[config.mk]
export PLATFORM = sky130hd
export DESIGN_NAME = irq_ctrl
export DESIGN_NICKNAME = d
export VERILOG_FILES = /design/src/rtl/irq_defs.sv /design/src/rtl/irq_prio_enc.sv /design/src/rtl/irq_ctrl.sv
export SDC_FILE = /design/constraint.sdc
export NUM_CORES = 1
export LEC_CHECK = 0
export CAP_MARGIN = 25
export CORE_AREA = 2 2 89 74
export DETAILED_ROUTE_END_ITERATION = 7
export DIE_AREA = 0 0 91 76
export GPL_TIMING_DRIVEN = 0
export HOLD_SLACK_MARGIN = 0.15
export PLACE_DENSITY = 0.67
export SKIP_CTS_REPAIR_TIMING = 1
export SYNTH_ARGS = -nofsm -noshare
export SYNTH_HDL_FRONTEND = slang
export SYNTH_HIERARCHICAL = 1
export SYNTH_SLANG_ARGS = --single-unit
[constraint.sdc]
create_clock -name i_clk -period 2.5 [get_ports i_clk]
set_input_delay 0.625 -clock i_clk [delete_from_list [all_inputs] [get_ports i_clk]]
set_output_delay 0.625 -clock i_clk [all_outputs]
set_load 0.01 [all_outputs]
[src/rtl/irq_defs.sv]
// Shared definitions for the nested interrupt controller:
// register map, FSM encoding and vector defaults.
package irq_defs;

  localparam logic [1:0] AD_ENABLE    = 2'd0;
  localparam logic [1:0] AD_PENDING   = 2'd1;
  localparam logic [1:0] AD_INSERVICE = 2'd2;
  localparam logic [1:0] AD_RSVD      = 2'd3;

  localparam logic [15:0] VEC_BASE_DEF   = 16'h0020;
  localparam int          VEC_STRIDE_DEF = 4;

  localparam int IDX_W = 3;

  typedef enum logic [1:0] {
    S_IDLE = 2'd0,
    S_TAKE = 2'd1,
    S_HOLD = 2'd2
  } state_t;

endpackage

[src/rtl/irq_prio_enc.sv]
// Fixed-priority encoder: the lowest set request index wins.
module irq_prio_enc
  import irq_defs::*;
#(
  parameter int N = 8
) (
  input  logic [N-1:0]     req,
  output logic             valid,
  output logic [IDX_W-1:0] idx
);

  always_comb begin
    valid = |req;
    idx   = '0;
    for (int i = N - 1; i >= 0; i--) begin
      if (req[i]) idx = IDX_W'(i);
    end
  end

endmodule

[src/rtl/irq_ctrl.sv]
// Nested priority interrupt controller with in-service stack.
// Define IRQ_CTRL_EDGE_EN for rising-edge detection; default is level.
module irq_ctrl
  import irq_defs::*;
#(
  parameter int          N_SRC      = 8,
  parameter logic [15:0] VEC_BASE   = VEC_BASE_DEF,
  parameter int          VEC_STRIDE = VEC_STRIDE_DEF,
  parameter int          MAX_DEPTH  = 3
) (
  input  logic             i_clk,
  input  logic             i_rst,
  input  logic [N_SRC-1:0] i_irq,
  input  logic             i_int_en,
  input  logic             i_iret_detected,
  input  logic             i_sel,
  input  logic             i_we,
  input  logic [1:0]       i_ad,
  input  logic [7:0]       i_data_in,
  output logic [7:0]       o_data_out,
  output logic             o_irq_take,
  output logic [15:0]      o_irq_vector,
  output logic [1:0]       o_depth
);

  state_t state, state_n;
  logic   hold_cnt;
  logic   int_en_q;

  logic [N_SRC-1:0] enable;
  logic [N_SRC-1:0] pending;
  logic [N_SRC-1:0] det;
  logic [N_SRC-1:0] clr;
  logic [N_SRC-1:0] elig;
  logic [N_SRC-1:0] cand;

  logic [IDX_W-1:0] stk [4];
  logic [1:0]       depth;
  logic [1:0]       d_pop;
  logic [IDX_W-1:0] top;
  logic [IDX_W-1:0] take_idx;
  logic [IDX_W-1:0] enc_idx;
  logic             enc_valid;
  logic [7:0]       insvc;

  logic take, pop, go, wr_en, wr_pend;

  assign take    = (state == S_TAKE);
  assign pop     = i_iret_detected && (depth != 2'd0);
  assign d_pop   = pop ? depth - 2'd1 : depth;
  assign top     = stk[depth - 2'd1];
  assign wr_en   = i_sel && i_we && (i_ad == AD_ENABLE);
  assign wr_pend = i_sel && i_we && (i_ad == AD_PENDING);

`ifdef IRQ_CTRL_EDGE_EN
  logic [N_SRC-1:0] irq_q;

  always_ff @(posedge i_clk or posedge i_rst) begin
    if (i_rst) irq_q <= '0;
    else       irq_q <= i_irq;
  end

  assign det = i_irq & ~irq_q;
`else
  assign det = i_irq;
`endif

  // Nesting: only strictly higher priority than the active handler.
  always_comb begin
    elig = '0;
    for (int i = 0; i < N_SRC; i++) begin
      elig[i] = (depth == 2'd0) || (IDX_W'(i) < top);
    end
  end

  assign cand = pending & enable & elig;

  irq_prio_enc #(
    .N(N_SRC)
  ) u_enc (
    .req  (cand),
    .valid(enc_valid),
    .idx  (enc_idx)
  );

  assign go = (state == S_IDLE) && int_en_q && enc_valid
           && (int'(depth) < MAX_DEPTH);

  always_comb begin
    state_n = state;
    unique case (state)
      S_IDLE:  if (go) state_n = S_TAKE;
      S_TAKE:  state_n = S_HOLD;
      S_HOLD:  if (hold_cnt) state_n = S_IDLE;
      default: state_n = S_IDLE;
    endcase
  end

  always_ff @(posedge i_clk or posedge i_rst) begin
    if (i_rst) begin
      state    <= S_IDLE;
      hold_cnt <= 1'b0;
      int_en_q <= 1'b0;
      take_idx <= '0;
    end else begin
      state    <= state_n;
      hold_cnt <= (state == S_HOLD) ? ~hold_cnt : 1'b0;
      int_en_q <= i_int_en;
      if (go) take_idx <= enc_idx;
    end
  end

  // A new detection wins over any clear in the same cycle.
  always_comb begin
    clr = '0;
    if (wr_pend) clr = i_data_in[N_SRC-1:0];
    if (take)    clr[take_idx] = 1'b1;
  end

  always_ff @(posedge i_clk or posedge i_rst) begin
    if (i_rst) begin
      enable  <= '0;
      pending <= '0;
    end else begin
      pending <= (pending & ~clr) | det;
      if (wr_en) enable <= i_data_in[N_SRC-1:0];
    end
  end

  always_ff @(posedge i_clk or posedge i_rst) begin
    if (i_rst) begin
      depth <= 2'd0;
      for (int j = 0; j < 4; j++) stk[j] <= '0;
    end else if (take) begin
      stk[d_pop] <= take_idx;
      depth      <= d_pop + 2'd1;
    end else if (pop) begin
      depth <= d_pop;
    end
  end

  always_comb begin
    insvc = '0;
    for (int j = 0; j < 4; j++) begin
      if (j < int'(depth)) insvc[stk[j]] = 1'b1;
    end
  end

  always_comb begin
    o_data_out = '0;
    unique case (1'b1)
      (i_ad == AD_ENABLE):    o_data_out = 8'(enable);
      (i_ad == AD_PENDING):   o_data_out = 8'(pending);
      (i_ad == AD_INSERVICE): o_data_out = insvc;
      (i_ad == AD_RSVD):      o_data_out = '0;
      default:                o_data_out = '0;
    endcase
  end

  assign o_irq_take   = take;
  assign o_irq_vector = take
    ? VEC_BASE + 16'(take_idx) * 16'(VEC_STRIDE)
    : 16'h0000;
  assign o_depth      = depth;

endmodule

==> metrics.log, run 1 <==
[metrics] status: finished clean
[metrics] arrival time of the worst setup path: 1.82 ns
[metrics] power density over the cells: 1031 nW/um2
[metrics] maximum net fanout on the critical path: 4
[metrics] vias per inst: 5.269
[metrics] Synth area leader: sky130_fd_sc_hd__dfrtp_1
[metrics] cell at the root of the clock tree: sky130_fd_sc_hd__clkbuf_8
[metrics] count of nets left with antenna violations after detail routing: 0
[metrics] die height: 76 um
[metrics] most frequent standard cell in the layout excluding fill and tap cells: sky130_fd_sc_hd__dfrtp_1
[metrics] Seq cells post-synth: 37
[metrics] critical path type: reg -> out
[metrics] CP max-delay cell: sky130_fd_sc_hd__dfrtp_2
[metrics] Antenna Cells: 0
[metrics] Worst setup SP type: flop
[metrics] wire length reported by the detailed router: 6281 um
[metrics] effective utilization at floorplan: 38.46%
[metrics] nets@finish: 318
[metrics] count of max-cap constraint violations: 0
[metrics] Min-Delay Path Class: reg -> reg
[metrics] Setup crit start: o_depth[0]$_DFFE_PP0P_
[metrics] most area-consuming cells after synthesis: sky130_fd_sc_hd__dfrtp_1 39%, sky130_fd_sc_hd__mux2_2 11%, sky130_fd_sc_hd__nand2_1 4.5%
[metrics] commonest cells after routing, fill and taps aside: 33 x sky130_fd_sc_hd__dfrtp_1, 29 x sky130_fd_sc_hd__clkdlybuf4s50_1, 27 x sky130_fd_sc_hd__nand2_1, 21 x sky130_fd_sc_hd__mux2_2, 18 x sky130_fd_sc_hd__buf_4
[metrics] die area: 6916 um2
[metrics] leakage power: 1.438 nW
[metrics] post-route minimum period: 2.450 ns
[metrics] maximum number of pins on one net before global-route repair: 21
[metrics] global-route wire length before repair: 9604 um
[metrics] insertion delay of the later-clocked pin in the worst-skew pair: 0.30 ns
[metrics] unique cell type count in the Yosys netlist: 40
[metrics] area inside the core boundary: 6116 um2
[metrics] minimum hold slack: 0.4068 ns
[metrics] met1 track demand over resource in global routing: 26.55%
[metrics] HPWL after detailed placement: 4392 um
[metrics] Synth-to-Final Area Change: 40.90%
[metrics] area share of the largest cell type after synthesis: 39.36%
[metrics] highest clock frequency the design can meet: 408.2 MHz
[metrics] clk_skew: 0.007608 ns
[metrics] Worst-Margin Slew: 0.8436 ns
[metrics] drt first pass iters: 4
[metrics] CTS Buffer Depth: 2
[metrics] Avg Synthesized Cell Area: 10.32 um2
[metrics] unrepaired setup endpoints after global routing: true
[metrics] total global-route track usage: 17.73%
[metrics] cell-by-cell trace of the critical path: buf_6 > ha_4 > nor2b_4 > a221oi_2 > o22ai_2 > buf_2
[metrics] number of rows created at floorplan: 26
[metrics] share of final-layout standard cells stronger than drive strength 1: 40.63%
[metrics] clock slew seen by the registers of the worst setup and hold paths: 0.08 ns
[metrics] fraction of met3 tracks used by global routing: 3.660%
[metrics] remaining max-slew budget at the tightest pin: 43.70%
[metrics] top_reg_cell synth: sky130_fd_sc_hd__dfrtp_1
[metrics] area of the mapped netlist: 2352 um2
[metrics] fraction of the core area covered by cells at the end of the flow: 54.19%
[metrics] number of global-route vias before repair: 1858
[metrics] count of clock tree sinks: 37
[metrics] RePlAce Congestion: 0.8072
[metrics] gr ovfl total: 0
[metrics] count of pins on the block boundary: 51
[metrics] post-detailed-route DRC marker count: 0
[metrics] number of antenna violations at the first check in global routing: 0
[metrics] M2 GR Usage: 25.11%
[metrics] vias post-DR: 1960
[metrics] number of standard cells after synthesis: 228
[metrics] maximum single-stage delay on the critical path: 0.44 ns
[metrics] Synthesis Warnings: 6
[metrics] kind of cell adding the most delay to the critical path: compound AO/OA/AOI/OAI gates
[metrics] share of flip-flops with an asynchronous set or reset after synthesis: 100.0%
[metrics] clock buffers created by TritonCTS: 5
[metrics] number of H-tree levels: 2
[metrics] Final Hold Viols: 0
[metrics] critical path endpoint category: output pin
[metrics] sequential-to-total area share from yosys stat: 39.36%
[metrics] EDFF count, synth: 0
[metrics] width of the die: 91 um
[metrics] CTS tree: done
[metrics] Hold Crit Start: hold_cnt$_DFF_PP0_
[metrics] FF-to-FF Start: stk[9]$_DFFE_PP0P_
[metrics] most used routing layer: met1
[metrics] worst vdd rail ir drop: 444.0 uV
[metrics] number of max-slew violations in the final report: 0
[metrics] Data required, critical path: 1.88 ns
[metrics] Initial DRC Count: 160
[metrics] part of the cycle the worst path needs: 97.99%
[metrics] count of port buffers added during placement: 38
[metrics] count of final setup violators: 0
[metrics] Worst Path Buf+Inv: 2
[metrics] average detailed-routed wire length per instance: 16.88 um
-- flip-flops by register name (all words and copies together) (netlist names) --
name,count
state,2
pending,8
take_idx,3
enable,8
hold_cnt,1
stk,12
int_en_q,1
o_depth,2
-- layout make-up --
cell class                      count  area, um2
Fill cell                         565       2801
Multi-Input combinational cell    171       1520
Sequential cell                    37      930.9
Timing Repair Buffer               45      452.9
Buffer                             21      162.7
Tap cell                           84      105.1
Clock buffer                        6      82.58
Clock inverter                      2      37.54
Inverter                            6      22.52
-- cell usage after synthesis (all sizes together) (4+ instances only) --
| library cell | n |
|---|---|
| nand2 | 28 |
| nor3 | 4 |
| nor3b | 4 |
| mux2 | 24 |
| clkbuf | 8 |
| inv | 6 |
| buf | 17 |
| dfrtp | 37 |
| and2 | 5 |
| ha | 7 |
| nor4 | 4 |
| mux2i | 8 |
| a31o | 8 |
| o22ai | 8 |
| nor2b | 8 |
| a221oi | 8 |
| nor2 | 10 |
-- power breakdown --
part | switching, mW | leakage, nW | total, mW | internal, mW
clock | 0.227 | 0.0574 | 0.552 | 0.324
combinational | 0.922 | 0.943 | 1.86 | 0.941
sequential | 0.233 | 0.437 | 1.00 | 0.770
total | 1.38 | 1.44 | 3.42 | 2.04
-- cell families (layout without fill, tap and decap cells) --
logic type	Yosys count	count (layout)	synth area share, %
DFF	37	37	39.36
adders and majority gates	7	7	3.723
and+or+nand+nor	81	81	19.89
buffers and inverters	31	80	7.500
other	1	12	0.1594
muxes	35	35	17.77
AOI/OAI and AO/OA	34	34	10.85
xor gates and xnor gates	2	2	0.7448
-- routing by layer --
metal	wire length [um]	up-vias
met1	2946	949
met4	200	0
met5	0	-
met2	2788	68
li1	-	927
met3	345	16
-- worst paths after layout --
path / to / slack [ns] / cells after the start
min in group asynchronous: enable[3]$_DFFE_PP0P_ / 0.79 / 2
worst min-delay path: hold_cnt$_DFF_PP0_ / 0.41 / 1
worst min register to register: hold_cnt$_DFF_PP0_ / 0.41 / 1
max in group asynchronous: o_depth[0]$_DFFE_PP0P_ / 1.12 / 3
worst max register to register: take_idx[1]$_DFFE_PP0P_ / 0.06 / 8
worst max-delay path: o_data_out[2] / 0.05 / 6
-- stage by stage --
| stage | setup TNS [ns] | total power [mW] | setup slack [ns] | instances | cell area (um2) |
|---|---|---|---|---|---|
| finish | 0 | 3.418 | 0.05035 | 372 | 3314 |
| global route | -0.3636 | 3.647 | -0.07533 | 372 | 3314 |
| CTS | -7.072 | 3.007 | -0.8575 | 370 | 3033 |
| detailed placement | -6.698 | 2.447 | -0.7746 | 362 | 2913 |
| global placement | -6.353 | 2.404 | -0.7536 | 361 | 2885 |
| floorplan | 0 | 1.987 | 0.06414 | 239 | 2400 |
Note: power is estimated with default switching activity, not from simulation.
==> inputs of run 2 (changes only) <==
Settings changed: PLACE_DENSITY 0.67 to 0.72, TNS_END_PERCENT set to 1.
==> run 2 against run 1 <==
Die area unchanged. Clock skew shrank 0.0021 ns. Cell count grew 1.1%. Routed wire length shrank 1.8%. Via count is 0.66% higher. Maximum frequency is 1.0% lower. Global-route usage is 1.2 points lower. Cell area up 0.64%.
==> metrics.log, run 2 (same netlist as run 1, synthesis figures left out) <==
[metrics] status: finished clean
[metrics] placed insts: 362 (unchanged)
[metrics] Synth-to-Final Area Change: 41.81%
[metrics] Antenna Cells: 0 (unchanged)
[metrics] FF-to-FF Start: o_depth[1]$_DFFE_PP0P_
[metrics] vias per inst: 5.247 (-0.41%)
[metrics] leakage power: 1.443 nW (+0.33%)
[metrics] maximum number of pins on one net before global-route repair: 26 (+24%)
[metrics] share of final-layout standard cells stronger than drive strength 1: 39.04% (-1.6 points)
[metrics] CTS tree: done
[metrics] highest clock frequency the design can meet: 404.1 MHz (-1.0%)
[metrics] total global-route track usage: 16.58% (-1.2 points)
[metrics] effective utilization at floorplan: 38.46% (unchanged)
[metrics] count of clock tree sinks: 37 (unchanged)
[metrics] fraction of the core area covered by cells at the end of the flow: 54.54% (+0.35 points)
[metrics] worst-case hold path end point: hold_cnt$_DFF_PP0_
[metrics] number of rows created at floorplan: 26 (unchanged)
[metrics] number of antenna violations at the first check in global routing: 0 (unchanged)
[metrics] Worst setup SP type: flop
[metrics] die height: 76 um (unchanged)
[metrics] area inside the core boundary: 6116 um2 (unchanged)
[metrics] Data required, critical path: 1.88 ns (about the same)
[metrics] RePlAce Congestion: 0.8021 (-0.63%)
[metrics] Initial DRC Count: 163 (+1.9%)
[metrics] cell at the root of the clock tree: sky130_fd_sc_hd__clkbuf_8
[metrics] Sw Pwr: 1.377 mW (-0.42%)
[metrics] part of the cycle the worst path needs: 99.00% (+1.0 points)
[metrics] number of standard cells in the layout, taps in and fillers out: 376 (+1.1%)
[metrics] overall power of the completed layout: 3.329 mW (-2.6%)
[metrics] Worst Path Buf+Inv: 2 (unchanged)
[metrics] Final Hold Viols: 0 (unchanged)
[metrics] Min-Delay Path Class: reg -> reg
[metrics] internal portion of total power: 1.952 mW (-4.1%)
[metrics] average detailed-routed wire length per instance: 16.40 um (-2.8%)
[metrics] area of all placed cells without fillers: 3336 um2 (+0.64%)
[metrics] Switching Fraction: 41.36% (+0.91 points)
[metrics] width of the die: 91 um (unchanged)
[metrics] setup slack at placement: -0.6867 ns (+0.08786 ns)
[metrics] share of power burned in the clock network: 12.0% (-4.1 points)
[metrics] Worst Setup Slack, final: 0.02512 ns (-0.02523 ns)
[metrics] count of port buffers added during placement: 38 (unchanged)
[metrics] worst vdd rail ir drop: 380.6 uV (-14%)
[metrics] post-detailed-route DRC marker count: 0 (unchanged)
[metrics] most frequent standard cell in the layout excluding fill and tap cells: sky130_fd_sc_hd__dfrtp_1
[metrics] depth of the worst register-to-register path: 10 (+2)
[metrics] drt first pass iters: 4 (unchanged)
[metrics] commonest cells after routing, fill and taps aside: 34 x sky130_fd_sc_hd__dfrtp_1, 29 x sky130_fd_sc_hd__clkdlybuf4s50_1, 27 x sky130_fd_sc_hd__nand2_1, 23 x sky130_fd_sc_hd__buf_4, 21 x sky130_fd_sc_hd__mux2_2
[metrics] maximum single-stage delay on the critical path: 0.60 ns (+0.16 ns)
[metrics] combinational share of power: 58.3% (+3.8 points)
[metrics] nets@finish: 322 (+1.3%)
[metrics] HPWL after detailed placement: 4347 um (-1.0%)
[metrics] R2R setup slack: 0.04 ns (-0.02 ns)
[metrics] insertion delay of the later-clocked pin in the worst-skew pair: 0.29 ns (about the same)
[metrics] count of cells along the worst hold path: 1 (unchanged)
[metrics] Most flops, register: stk
[metrics] CP Depth: 3 (-3)
[metrics] Placement Cell Area: 2913 um2 (unchanged)
[metrics] maximum net fanout on the critical path: 7 (+3)
[metrics] unrepaired setup endpoints after global routing: true
[metrics] number of flip-flops under the largest register name: 12 (unchanged)
[metrics] cell-by-cell trace of the critical path: and3b_1 > clkbuf_1 > clkdlybuf4s50_1
[metrics] CTS Buffer Depth: 2 (unchanged)
[metrics] number of H-tree levels: 2 (unchanged)
[metrics] count of nets left with antenna violations after detail routing: 0 (unchanged)
[metrics] sequential share of power: 29.7% (+0.3 points)
[metrics] clock buffers created by TritonCTS: 5 (unchanged)
[metrics] critical path endpoint category: output pin
[metrics] final sum of negative setup slack: 0 ns (unchanged)
[metrics] minimum hold slack: 0.4197 ns (+0.01289 ns)
[metrics] wire length reported by the detailed router: 6168 um (-1.8%)
[metrics] number of global-route vias before repair: 1820 (-2.0%)
[metrics] die area: 6916 um2 (unchanged)
[metrics] clk_skew: 0.005463 ns (-0.002145 ns)
[metrics] number of max-slew violations in the final report: 0 (unchanged)
[metrics] top flop regs: stk: 12 flops, enable: 8 flops, pending: 8 flops
[metrics] count of final setup violators: 0 (unchanged)
[metrics] remaining max-slew budget at the tightest pin: 58.55% (+15 points)
[metrics] global-route wire length before repair: 9018 um (-6.1%)
[metrics] clock slew seen by the registers of the worst setup and hold paths: 0.07 ns (about the same)
[metrics] count of pins on the block boundary: 51 (unchanged)
[metrics] count of max-cap constraint violations: 0 (unchanged)
[metrics] post-route minimum period: 2.475 ns (+0.02523 ns)
[metrics] Hold Crit Start: hold_cnt$_DFF_PP0_
[metrics] Worst-Margin Slew: 0.6211 ns (-0.2225 ns)
[metrics] kind of cell adding the most delay to the critical path: buffers and inverters
[metrics] vias post-DR: 1973 (+0.66%)
[metrics] CP max-delay cell: sky130_fd_sc_hd__clkdlybuf4s50_1
[metrics] gr ovfl total: 0 (unchanged)
[metrics] power density over the cells: 997.9 nW/um2 (-3.2%)
[metrics] arrival time of the worst setup path: 1.85 ns (+0.03 ns)
[metrics] critical path type: reg -> out
[metrics] capture point of the worst reg-to-reg path: take_idx[0]$_DFFE_PP0P_
==> run 2: changes by cell type in the layout (fill, tap and decap cells not counted), moves of 2 or more <==
cell                       before  now
sky130_fd_sc_hd__mux2i_4        0    3
sky130_fd_sc_hd__clkbuf_1       2    6
sky130_fd_sc_hd__buf_4         18   23
sky130_fd_sc_hd__o22ai_2        3    0
sky130_fd_sc_hd__mux2i_2        3    1
sky130_fd_sc_hd__o22ai_1        5    8
sky130_fd_sc_hd__a221oi_2       8    6
sky130_fd_sc_hd__buf_6          6    1
sky130_fd_sc_hd__a221oi_1       0    2
==> run 2: worst register-to-register path: stages, from the launching register on <==
cell,delay (ns)
sky130_fd_sc_hd__dfrtp_2,0.41
sky130_fd_sc_hd__inv_4,0.06
sky130_fd_sc_hd__ha_4,0.28
sky130_fd_sc_hd__mux4_2,0.39
sky130_fd_sc_hd__a31oi_2,0.21
sky130_fd_sc_hd__nor2_2,0.07
sky130_fd_sc_hd__nor4_2,0.29
sky130_fd_sc_hd__nand3_1,0.14
sky130_fd_sc_hd__nand2_2,0.11
sky130_fd_sc_hd__nor4_4,0.06
sky130_fd_sc_hd__mux2_4,0.31
==> run 2: layout make-up <==
| type | count | area (um2) |
|---|---|---|
| buffer | 23 | 172.7 |
| clock buffer | 8 | 80.08 |
| fill | 548 | 2780 |
| inverter | 6 | 25.02 |
| multi-input combinational | 171 | 1555 |
| sequential | 37 | 929.6 |
| tap | 84 | 105.1 |
| timing repair buffer | 47 | 467.9 |
==> run 2: per-layer routing <==
metal	track usage (%)	routed length [um]
met1	23.03	2823
met2	25.93	2964
met3	4.352	299
met4	4.091	81
met5	0	0
==> run 2: how the worst max path moves through the flow <==
stage / from / end
2_1_floorplan: o_depth[0]$_DFFE_PP0P_ / take_idx[0]$_DFFE_PP0P_
3_3_place_gp: i_ad[1] / o_data_out[0]
3_5_place_dp: i_ad[1] / o_data_out[4]
4_1_cts: o_depth[0]$_DFFE_PP0P_ / o_data_out[4]
5_1_grt: stk[9]$_DFFE_PP0P_ / take_idx[0]$_DFFE_PP0P_
6_report: take_idx[1]$_DFFE_PP0P_ / o_irq_vector[3]
==> run 2: power groups by stage <==
stage / registers (mW) / logic (mW) / clock network (mW)
floorplan: 0.895 / 1.09 / 0
global placement: 0.932 / 1.44 / 0
detailed placement: 0.946 / 1.49 / 0
CTS: 0.935 / 1.50 / 0.407
global route: 1.01 / 2.10 / 0.440
finish: 0.990 / 1.94 / 0.398
==> inputs of run 3 (changes only) <==
Settings changed: CORE_AREA 2 2 89 74 to 2 2 80 82, DIE_AREA 0 0 91 76 to 0 0 82 84, GPL_TIMING_DRIVEN 0 to unset.
==> run 3 against run 2 <==
Global-route usage rose by 0.80 points. Sequential power fell by 1%. Die area decreased by 0.40%. Combinational power fell by 4%. Power up 3.8%. Via count decreased by 4.7%. Critical endpoint is now take_idx[2]$_DFFE_PP0P_. Critical path type is now reg -> reg. Register-to-register slack hardly changed. Clock power grew 55%. Clock skew barely moved.
==> metrics.log, run 3 (same netlist as run 1, synthesis figures left out) <==
[metrics] HPWL after detailed placement: 4377 um (+0.68%)
[metrics] cell-by-cell trace of the critical path: buf_6 > buf_6 > mux4_2 > nor3_2 > nor3_2 > nor4_2 > nand3_1 > nand2_2 > nor4_4 > mux2_4
[metrics] RePlAce Congestion: 0.8170 (+1.9%)
[metrics] Antenna Cells: 0 (unchanged)
[metrics] clock slew seen by the registers of the worst setup and hold paths: 0.07 ns (about the same)
[metrics] wire length reported by the detailed router: 5900 um (-4.3%)
[metrics] average detailed-routed wire length per instance: 16.53 um (+0.75%)
[metrics] worst-case hold path end point: hold_cnt$_DFF_PP0_
[metrics] share of final-layout standard cells stronger than drive strength 1: 34.64% (-4.4 points)
[metrics] setup slack at placement: -0.2595 ns (+0.4273 ns)
[metrics] worst vdd rail ir drop: 474.4 uV (+25%)
[metrics] CTS tree: done
[metrics] post-route minimum period: 2.463 ns (-0.01189 ns)
[metrics] highest clock frequency the design can meet: 406.0 MHz (+0.48%)
[metrics] power density over the cells: 1088 nW/um2 (+9.0%)
[metrics] global-route wire length before repair: 8956 um (-0.69%)
[metrics] Synth-to-Final Area Change: 35.00%
[metrics] FILL cells: 545 (-0.55%)
[metrics] kind of cell adding the most delay to the critical path: simple AND/OR/NAND/NOR gates
[metrics] commonest cells after routing, fill and taps aside: 36 x sky130_fd_sc_hd__dfrtp_1, 30 x sky130_fd_sc_hd__clkdlybuf4s50_1, 27 x sky130_fd_sc_hd__nand2_1, 23 x sky130_fd_sc_hd__mux2_2, 17 x sky130_fd_sc_hd__buf_4
[metrics] maximum number of pins on one net before global-route repair: 38 (+46%)
[metrics] depth of the worst register-to-register path: 10 (unchanged)
[metrics] R2R setup slack: 0.04 ns (about the same)
[metrics] Hold Crit Start: hold_cnt$_DFF_PP0_
[metrics] vias post-DR: 1881 (-4.7%)
[metrics] Initial DRC Count: 107 (-34%)
[metrics] CP max-delay cell: sky130_fd_sc_hd__mux4_2
[metrics] clk_skew: 0.005665 ns (+0.0002019 ns)
[metrics] capture point of the worst reg-to-reg path: take_idx[2]$_DFFE_PP0P_
[metrics] area inside the core boundary: 6096 um2 (-0.33%)
[metrics] Most flops, register: stk
[metrics] count of nets left with antenna violations after detail routing: 0 (unchanged)
[metrics] critical path endpoint category: flop
[metrics] remaining max-slew budget at the tightest pin: 55.90% (-2.6 points)
[metrics] number of global-route vias before repair: 1783 (-2.0%)
[metrics] Min-Delay Path Class: reg -> reg
[metrics] most frequent standard cell in the layout excluding fill and tap cells: sky130_fd_sc_hd__dfrtp_1
[metrics] number of rows created at floorplan: 29 (+12%)
[metrics] area of all placed cells without fillers: 3176 um2 (-4.8%)
[metrics] Data required, critical path: 2.68 ns (+0.80 ns)
[metrics] FF-to-FF Start: o_depth[0]$_DFFE_PP0P_
[metrics] Setup crit start: o_depth[0]$_DFFE_PP0P_
[metrics] minimum hold slack: 0.4204 ns (+0.0007580 ns)
[metrics] leakage power: 1.397 nW (-3.1%)
[metrics] number of H-tree levels: 2 (unchanged)
[metrics] insertion delay of the later-clocked pin in the worst-skew pair: 0.29 ns (about the same)
[metrics] count of pins on the block boundary: 51 (unchanged)
[metrics] unrepaired setup endpoints after global routing: true
[metrics] nets@finish: 310 (-3.7%)
[metrics] count of clock tree sinks: 37 (unchanged)
[metrics] count of max-cap constraint violations: 0 (unchanged)
[metrics] vias per inst: 5.269 (+0.41%)
[metrics] count of cells along the worst hold path: 1 (unchanged)
[metrics] top flop regs: stk: 12 flops, enable: 8 flops, pending: 8 flops
[metrics] width of the die: 82 um (-9.9%)
[metrics] critical path type: reg -> reg
[metrics] cell at the root of the clock tree: sky130_fd_sc_hd__clkbuf_8
[metrics] Worst-Margin Slew: 0.6600 ns (+0.03892 ns)
[metrics] maximum single-stage delay on the critical path: 0.55 ns (-0.05 ns)
[metrics] count of final setup violators: 0 (unchanged)
[metrics] Placement Cell Area: 2858 um2 (-1.9%)
[metrics] part of the cycle the worst path needs: 98.52% (-0.48 points)
[metrics] CTS Buffer Depth: 2 (unchanged)
[metrics] final sum of negative setup slack: 0 ns (unchanged)
[metrics] effective utilization at floorplan: 38.59% (+0.13 points)
[metrics] number of antenna violations at the first check in global routing: 0 (unchanged)
[metrics] Worst Setup Slack, final: 0.03701 ns (+0.01189 ns)
[metrics] maximum net fanout on the critical path: 4 (-3)
[metrics] Worst setup SP type: flop
[metrics] count of port buffers added during placement: 38 (unchanged)
[metrics] number of max-slew violations in the final report: 0 (unchanged)
[metrics] number of flip-flops under the largest register name: 12 (unchanged)
[metrics] Worst Path Buf+Inv: 2 (unchanged)
[metrics] gr ovfl total: 0 (unchanged)
[metrics] overall power of the completed layout: 3.454 mW (+3.8%)
[metrics] arrival time of the worst setup path: 2.64 ns (+0.79 ns)
[metrics] status: finished clean
[metrics] die area: 6888 um2 (-0.40%)
[metrics] Final Hold Viols: 0 (unchanged)
[metrics] clock buffers created by TritonCTS: 5 (unchanged)
[metrics] drt first pass iters: 4 (unchanged)
[metrics] die height: 84 um (+11%)
[metrics] post-detailed-route DRC marker count: 0 (unchanged)
[metrics] total global-route track usage: 17.37% (+0.80 points)
-- run 3: power breakdown --
group          internal [mW]  switching [mW]  leakage (nW)  total, mW
Combinational          0.969           0.891         0.888       1.86
Sequential             0.768           0.209         0.441      0.977
Clock                  0.396           0.222        0.0681      0.618
-- run 3: how the worst max path moves through the flow --
stage	end	cells past startpoint	slack (ns)
floorplan	take_idx[0]$_DFFE_PP0P_	10	0.06
global placement	o_data_out[5]	4	-0.21
detailed placement	o_data_out[5]	4	-0.26
CTS	o_data_out[1]	6	-0.43
global route	take_idx[2]$_DFFE_PP0P_	10	-0.07
finish	take_idx[2]$_DFFE_PP0P_	10	0.04
-- run 3: final cells by class --
class	instances	area, um2	area share (%)
clock buffer	5	68.82	2.167
clock inverter	3	65.06	2.049
inverter	6	22.52	0.7092
multi-input combinational	171	1449	45.63
sequential	37	927.1	29.20
tap	77	96.34	3.034
timing repair buffer	58	546.8	17.22
-- run 3: worst register-to-register path: stages, from the launching register on --
cell and delay [ns]:
sky130_fd_sc_hd__dfrtp_2 0.40, sky130_fd_sc_hd__buf_6 0.11, sky130_fd_sc_hd__buf_6 0.11, sky130_fd_sc_hd__mux4_2 0.55, sky130_fd_sc_hd__nor3_2 0.20, sky130_fd_sc_hd__nor3_2 0.09
sky130_fd_sc_hd__nor4_2 0.31, sky130_fd_sc_hd__nand3_1 0.13, sky130_fd_sc_hd__nand2_2 0.10, sky130_fd_sc_hd__nor4_4 0.06, sky130_fd_sc_hd__mux2_4 0.30
-- run 3: metrics by stage --
step           instances  utilization (%)
3_3_place_gp         347            46.88
6_report             357            52.09
2_1_floorplan        239                -
4_1_cts              355            49.08
3_5_place_dp         347            46.88
5_1_grt              357            52.09
-- run 3: per-layer routing --
layer	part of all wire (%)	GRT usage [%]	vias to the layer above
li1	-	-	908
met1	45	24.17	919
met2	49	27.35	46
met3	3.8	2.922	8
met4	1.8	5.455	0
met5	0	0	-
==> RTL edit (settings of run 1) <==
Build with the macro `IRQ_CTRL_EDGE_EN` defined.
--- a/src/rtl/irq_ctrl.sv
+++ b/src/rtl/irq_ctrl.sv
@@ -1,5 +1,7 @@
 // Nested priority interrupt controller with in-service stack.
 // Define IRQ_CTRL_EDGE_EN for rising-edge detection; default is level.
+`define IRQ_CTRL_EDGE_EN
+
 module irq_ctrl
   import irq_defs::*;
 #(
Behaviour: not the same (Yosys sat finds a counterexample within 4 cycles, from zero or initial values and one cycle with i_rst high).
==> RTL edit against run 1 <==
The flow now finishes with violations (setup timing). Power up 10%. Design area up 9.4%. Synthesized area up 12%. Via count is 5.4% higher. Sequential cell count rose by 8. Count of clock-buffer cells in the layout did not move. Non-clock buffer count rose by 7. Wire length is 0.18% lower. Clock skew about the same. Setup slack worse by 0.13 ns. Critical path depth rose by 4.
==> RTL edit: results <==
set metrics [dict create \
    place.port_buffers 38 \
    postLayoutSetupSlackWorst_ns -0.0809 \
    antenna_diodes 0 \
    grt_antenna_before_repair 0 \
    worst_ep_arrival_time_ns 2.77 \
    drtIter0Drc 101 \
    synth_edf_count 0 \
    yosys-top-cells-count "sky130_fd_sc_hd__dfrtp_1, sky130_fd_sc_hd__inv_1, sky130_fd_sc_hd__mux2_1" \
    preCtsSetupSlack_ns -0.433 \
    ranking_of_synthesized_cells_by_area "sky130_fd_sc_hd__dfrtp_1, sky130_fd_sc_hd__mux2_1, sky130_fd_sc_hd__buf_4, sky130_fd_sc_hd__ha_1, sky130_fd_sc_hd__mux2i_1" \
    groute.usage.overall_pct 18.2 \
    ys_seq_area_share_pct 42.9 \
    crit_path_top_delay_cell "sky130_fd_sc_hd__mux4_2" \
    routed_via_count 2066 \
    share_clk_of_total_power_pct 12.8 \
    detailed_place_hpwl_um 4520 \
    vdd_ir_drop_max_mv 0.545 \
    synth_xor_area_share_pct 0.668 \
    drtPass1Iterations 4 \
    synth-async-reset-ratio_pct 100 \
    cts_made_buffers 5 \
    largest_register_ffs 12 \
    violated_checks "setup timing" \
    synth_cell_types 48 \
    post_route_cells_drive_above_1_share_pct 32.2 \
    area_fraction_in_compound_gates_after_synthesis_pct 11.5 \
    finClkSkew_ns 0.00756 \
    placement_cell_area_um2 3190 \
    power_leakage_nw 1.60 \
    worst-path-max-fanout 5 \
    worst_path_dominant_cell_family "multiplexers" \
    groute.layer.met3.usage_pct 4.35 \
    fill_cells 540 \
    grt_start_max_net_pins 35 \
    drt_wl_total_um 6270 \
    globalRouteMet2Util_pct 28.0 \
    gr-usage-met1_pct 26.7 \
    critical_path.max_stage_delay_ns 0.60 \
    comb_cell_power_mw 2.11 \
    routed_met3_length_um 344 \
    grt_first_pass_wirelength_um 10100 \
    post_synth_fa_ha_maj_area_fraction_pct 3.81 \
    maxPowerGroup "combinational cells" \
    run_status "finished, violations left" \
    grt_pass1_vias 2007 \
    internal-power_mw 2.23 \
    cts-root-buf "sky130_fd_sc_hd__clkbuf_8" \
    setup_violations 5 \
    timing.setup.tns_ns -0.264 \
    finalWeightedCongestion 0.914 \
    finalNetCount 345 \
    power_per_cell_area_nw_per_um2 1040 \
    clock_latency_ns 0.30 \
    muxShareOfSynthArea_pct 16.3 \
    routedLengthMet1_um 3220 \
    met2_routed_length_um 2640 \
]
[RTL edit: path summary, 6_finish.rpt]
path                       startpoint          end  slack, ns  cells past startpoint
setup / recovery           o_depth[0]  take_idx[0]      -0.08                     10
hold / removal               irq_q[7]   pending[7]       0.41                      1
setup reg to reg           o_depth[0]  take_idx[0]      -0.08                     10
hold reg to reg              irq_q[7]   pending[7]       0.41                      1
max in group asynchronous       i_rst   o_depth[1]       1.45                      3
min in group asynchronous       i_rst     hold_cnt       0.57                      2
[RTL edit: cell type report]
cell class	instances	share of cell area [%]
inverter	23	2.52
clock buffer	6	2.28
buffer	20	4.45
timing repair buffer	53	13.2
tap	84	2.90
sequential	45	31.2
multi-input combinational	165	43.0
clock inverter	2	0.379
[RTL edit: per-stage QoR]
stage	hold WS [ns]	utilization, %	std cells
floorplan	0.389	-	256
global placement	0.395	51.8	378
detailed placement	0.406	52.1	379
CTS	0.417	53.7	387
global route	0.429	59.3	398
finish	0.412	59.3	398
